--- src/rtl/uart_tx_arbiter.sv ---
// Round-robin arbiter sharing one UART transmitter among NUM_REQ byte sources.
// Tracks frame completion by counting baud ticks, since the transmitter reports no status.
module uart_tx_arbiter #(
  parameter int NUM_REQ     = 4,
  parameter int ID_W        = 2,
  parameter int FRAME_TICKS = 11
) (
  input  logic                   clk,
  input  logic                   rst_n,
  input  logic                   baud_rate_signal,
  input  logic [NUM_REQ-1:0]     req,
  input  logic [8*NUM_REQ-1:0]   req_data,
  output logic [NUM_REQ-1:0]     grant,
  output logic [7:0]             tx_data,
  output logic                   tx_start,
  output logic                   busy,
  output logic [ID_W-1:0]        active_id
);

  localparam int              ID_SPAN    = 1 << ID_W;
  localparam logic [ID_W-1:0] ID_LAST    = ID_W'(NUM_REQ - 1);
  localparam logic [3:0]      FRAME_LAST = 4'(FRAME_TICKS - 1);

  typedef enum logic [0:0] {
    ST_IDLE = 1'b0,
    ST_WAIT = 1'b1
  } state_e;

  state_e               state_q, state_d;
  logic [3:0]           cnt_q, cnt_d;
  logic [NUM_REQ-1:0]   grant_q, grant_d;
  logic [7:0]           tx_data_q, tx_data_d;
  logic                 tx_start_q, tx_start_d;
  logic                 busy_q, busy_d;
  logic [ID_W-1:0]      active_id_q, active_id_d;

  logic [ID_SPAN-1:0]   req_pad_s;
  logic                 sel_found_s;
  logic [ID_W-1:0]      sel_id_s;
  logic [ID_W-1:0]      cand_s;
  logic [7:0]           sel_data_s;
  logic [NUM_REQ-1:0]   sel_onehot_s;

  // Round-robin pick: first set request after the last granted index, wrapping modulo NUM_REQ.
  always_comb begin
    req_pad_s   = ID_SPAN'(req);
    sel_found_s = 1'b0;
    sel_id_s    = '0;
    cand_s      = '0;
    for (int i = 1; i <= NUM_REQ; i++) begin
      cand_s = ID_W'((int'(active_id_q) + i) % NUM_REQ);
      if (!sel_found_s && req_pad_s[cand_s]) begin
        sel_found_s = 1'b1;
        sel_id_s    = cand_s;
      end else begin
        sel_found_s = sel_found_s;
      end
    end
  end

  // Byte and one-hot grant for the selected requester.
  always_comb begin
    sel_data_s   = 8'h00;
    sel_onehot_s = '0;
    for (int j = 0; j < NUM_REQ; j++) begin
      if (ID_W'(j) == sel_id_s) begin
        sel_data_s      = req_data[8*j +: 8];
        sel_onehot_s[j] = 1'b1;
      end else begin
        sel_onehot_s[j] = 1'b0;
      end
    end
  end

  // Next-state and registered-output logic.
  always_comb begin
    state_d     = state_q;
    cnt_d       = cnt_q;
    grant_d     = '0;
    tx_start_d  = 1'b0;
    tx_data_d   = tx_data_q;
    busy_d      = busy_q;
    active_id_d = active_id_q;
    case (state_q)
      ST_IDLE: begin
        if (sel_found_s) begin
          grant_d     = sel_onehot_s;
          tx_start_d  = 1'b1;
          tx_data_d   = sel_data_s;
          active_id_d = sel_id_s;
          busy_d      = 1'b1;
          cnt_d       = 4'd0;
          state_d     = ST_WAIT;
        end else begin
          state_d = ST_IDLE;
        end
      end
      ST_WAIT: begin
        // A tick in the start cycle is skipped: the transmitter is still idle then.
        if (baud_rate_signal && !tx_start_q) begin
          if (cnt_q == FRAME_LAST) begin
            cnt_d   = 4'd0;
            busy_d  = 1'b0;
            state_d = ST_IDLE;
          end else begin
            cnt_d = cnt_q + 4'd1;
          end
        end else begin
          cnt_d = cnt_q;
        end
      end
      default: begin
        state_d = ST_IDLE;
        cnt_d   = 4'd0;
        busy_d  = 1'b0;
      end
    endcase
  end

  // State and output registers.
  always_ff @(posedge clk or negedge rst_n) begin
    if (!rst_n) begin
      state_q     <= ST_IDLE;
      cnt_q       <= 4'd0;
      grant_q     <= '0;
      tx_data_q   <= 8'h00;
      tx_start_q  <= 1'b0;
      busy_q      <= 1'b0;
      active_id_q <= ID_LAST;
    end else begin
      state_q     <= state_d;
      cnt_q       <= cnt_d;
      grant_q     <= grant_d;
      tx_data_q   <= tx_data_d;
      tx_start_q  <= tx_start_d;
      busy_q      <= busy_d;
      active_id_q <= active_id_d;
    end
  end

  assign grant     = grant_q;
  assign tx_data   = tx_data_q;
  assign tx_start  = tx_start_q;
  assign busy      = busy_q;
  assign active_id = active_id_q;

endmodule

--- config.mk ---
export PLATFORM = sky130hd
export DESIGN_NAME = uart_tx_arbiter
export DESIGN_NICKNAME = d
export VERILOG_FILES = /design/src/rtl/uart_tx_arbiter.sv
export SDC_FILE = /design/constraint.sdc
export NUM_CORES = 1
export LEC_CHECK = 0
export BUFFER_PORTS_ARGS = -buffer_cell sky130_fd_sc_hd__buf_2
export CAP_MARGIN = 25
export CORE_ASPECT_RATIO = 0.75
export CORE_MARGIN = 2
export CORE_UTILIZATION = 45
export DETAILED_ROUTE_END_ITERATION = 7
export PLACE_DENSITY = 0.78
export SYNTH_ARGS = -nofsm -noshare
export SYNTH_HDL_FRONTEND = slang
export SYNTH_SLANG_ARGS = --single-unit
export TNS_END_PERCENT = 50
--- constraint.sdc ---
create_clock -name clk -period 2.02 [get_ports clk]
set_input_delay 0.202 -clock clk [delete_from_list [all_inputs] [get_ports clk]]
set_output_delay 0.202 -clock clk [all_outputs]
set_load 0.05 [all_outputs]
==> summary.txt <==
Layout cells sized above 1 -> 40.85%
Commonest non-fill, non-tap cell in the layout -> buf_2
Setup TNS -> 0 ps
CP max FO -> 21
CTS root buf -> clkbuf_4
Crit path buf inv count -> 1
Die W -> 62.05 um
Synth Flop Type -> dfrtp_1
GRT Total Usage -> 20.83%
Final setup skew -> 10.86 ps
Sequential Area -> 528.0 um2
Critical path's top delay family -> flip-flops
Vias per cell -> 5.227
Pwr dens -> 1317 nW/um2
WHS -> 202.2 ps
Core area -> 2346 um2
Total net switching power -> 942.7 uW
RSZ-0062 raised after global routing -> no
Clock Latency Late Sink -> 310 ps
Worst Hold Class -> primary input to register
Number of synthesized flops with an enable pin -> 0
Post-CTS setup buffers -> 0
CP required -> 2200 ps
Seq/Total Area, Yosys -> 46.42%
Peak supply drop -> 0.7469 mV
Clock sinks -> 21
Post-synthesis register bit count -> 21
Relative slew slack -> 68.10%
Logic pwr share -> 54.0%
Slowest CP cell -> dfstp_2
Int Power -> 999.4 uW
Drt first pass iters -> 4
Max Slew Vio Count -> 0
Total power -> 1.942 mW
Synthesized area -> 1137 um2
DIE AREA -> 2950 um2
Largest stage delay on the critical path -> 620 ps
DRT antenna net count -> 0
CP Capture Type -> register
Worst-path clk slew -> 120 ps
ANT cells -> 0
RD Place Congestion -> 0.8014
Largest net degree at the start of global routing -> 22
Yosys warnings -> 0
Worst slew pin tran -> 478.5 ps
Asr flop ratio synth -> 100.0%
Worst setup path class -> register to register
Sw Ratio -> 48.54%
Boundary pin count -> 55
CTS max path bufs -> 2
FP Rows -> 15
Filler cells -> 199
Final hold violations -> 0
# nets final -> 206
Syn nets -> 147
Status -> finished clean
Fmax -> 572.1 MHz
Vias after detailed routing -> 1035
H-tree Lvls -> 1
Total gr overflow -> 0
Initial DRC Count -> 30
Most frequent cells in the layout -> buf_2 (54), dfrtp_1 (19), mux2i_1 (17), nand2_1 (14), o221ai_1 (8)
Synth cell types -> 31
Initial antenna violation count -> 0
Period utilization -> 86.54%
Fin crit period -> 1748 ps
Clk pwr share -> 10.5%
WL final -> 2754 um
Dpl hpwl -> 2106 um
Endpoints failing setup -> 0
TritonCTS clock tree -> done
Post-CTS resize count -> 0
Cell leakage power -> 0.7952 nW
Flop pwr share -> 35.5%
Vias in the first global route -> 939
Worst Path Arrival -> 1930 ps
Post-DR wirelength/cell -> 13.91 um
Worst-path cell chain -> nand2b_1, a21oi_2, o221ai_4, buf_12, mux2i_1, o221ai_1
Area of the multi-input gates -> 555.5 um2
Synth Instances -> 106
CTS buffer count -> 3
Initial Util -> 48.48%
Synth-to-Final Area Change -> 29.70%
Max Cap Viol -> 0
Mean post-synth cell area -> 10.73 um2
First-pass GRT wire length -> 4243 um
Die Ht -> 47.54 um
Port bufs -> 54
Drt drc -> 0
Startpoint types -> register
==> cell usage after synthesis, types with 3 or more instances <==
library cell / instances / area, um2
a21oi_1: 3 / 15.01
and3_1: 3 / 18.77
dfrtp_1: 19 / 475.5
inv_1: 3 / 11.26
mux2i_1: 17 / 170.2
nand2_1: 14 / 52.55
nand2b_1: 3 / 18.77
nor2_1: 6 / 22.52
o21ai_0: 3 / 15.01
o21ai_1: 3 / 15.01
o221ai_1: 8 / 70.07
==> path summary, 6_finish.rpt <==
check	start	end	slack, ps	depth (start not counted)
setup / recovery	active_id[1]$_DFFE_PN1P_	tx_data[5]$_DFFE_PN0P_	270	6
hold / removal	req_data[20]	tx_data[4]$_DFFE_PN0P_	200	3
setup reg to reg	active_id[1]$_DFFE_PN1P_	tx_data[5]$_DFFE_PN0P_	270	6
hold reg to reg	cnt_q[3]$_DFFE_PN0P_	cnt_q[3]$_DFFE_PN0P_	500	1
max in group asynchronous	rst_n	active_id[0]$_DFFE_PN1P_	1310	2
min in group asynchronous	rst_n	cnt_q[3]$_DFFE_PN0P_	360	2
==> repair_timing <==
action / in CTS / in global routing
endpoints found under the setup margin: 0 / 0
endpoints found under the hold margin: 19 / 0
hold buffers: 1 / 0
==> per-stage QoR <==
step | cell area, um2 | util, % | setup WS, ps | instances
floorplan | 1137 | - | 235.2 | 106
global route | 1475 | 62.88 | 163.4 | 198
detailed placement | 1439 | 61.33 | 286.0 | 193
global placement | 1439 | 61.33 | 407.6 | 193
CTS | 1475 | 62.88 | 269.0 | 198
finish | 1475 | 62.88 | 272.0 | 198
==> worst reg2reg max path, stage by stage (launching register included) <==
cell and delay, ps:
dfstp_2 620, nand2b_1 150, a21oi_2 80, o221ai_4 190, buf_12 210, mux2i_1 240, o221ai_1 130
==> cells by family after synthesis <==
family / synth area share, %
and+or+nand+nor: 16.61
AOI/OAI and AO/OA: 15.07
DFF: 46.42
muxes: 14.96
buffers and inverters: 4.730
adders and majority gates: 2.200
==> cell type report <==
type                       count  area share [%]
multi-input combinational     78           37.66
tap                           34           2.884
timing repair buffer          57           20.87
inverter                       4           1.018
sequential                    21           35.79
clock buffer                   4           1.781
==> registers in the layout, summed over array words and instances, names as in the netlist <==
register and count:
cnt_q 4, active_id 2, tx_data 8, tx_start 1, busy 1, grant 4, state_q 1
==> per-layer routing <==
layer	part of all wire (%)	routed length, um	up-vias	global-route usage [%]
li1	-	-	501	-
met1	43	1185	486	27.20
met2	50	1369	44	33.33
met3	5.9	162	4	5.135
met4	1.3	36	0	8.936
met5	0	0	-	0
==> power groups by stage <==
stage / registers, mW / clock network [mW] / logic, mW
floorplan: 1.08 / 0 / 0.433
global placement: 0.687 / 0 / 1.02
detailed placement: 0.693 / 0 / 1.06
CTS: 0.689 / 0.217 / 1.06
global route: 0.709 / 0.232 / 1.13
finish: 0.690 / 0.204 / 1.05
No activity file was read; power rests on OpenSTA's default activity.
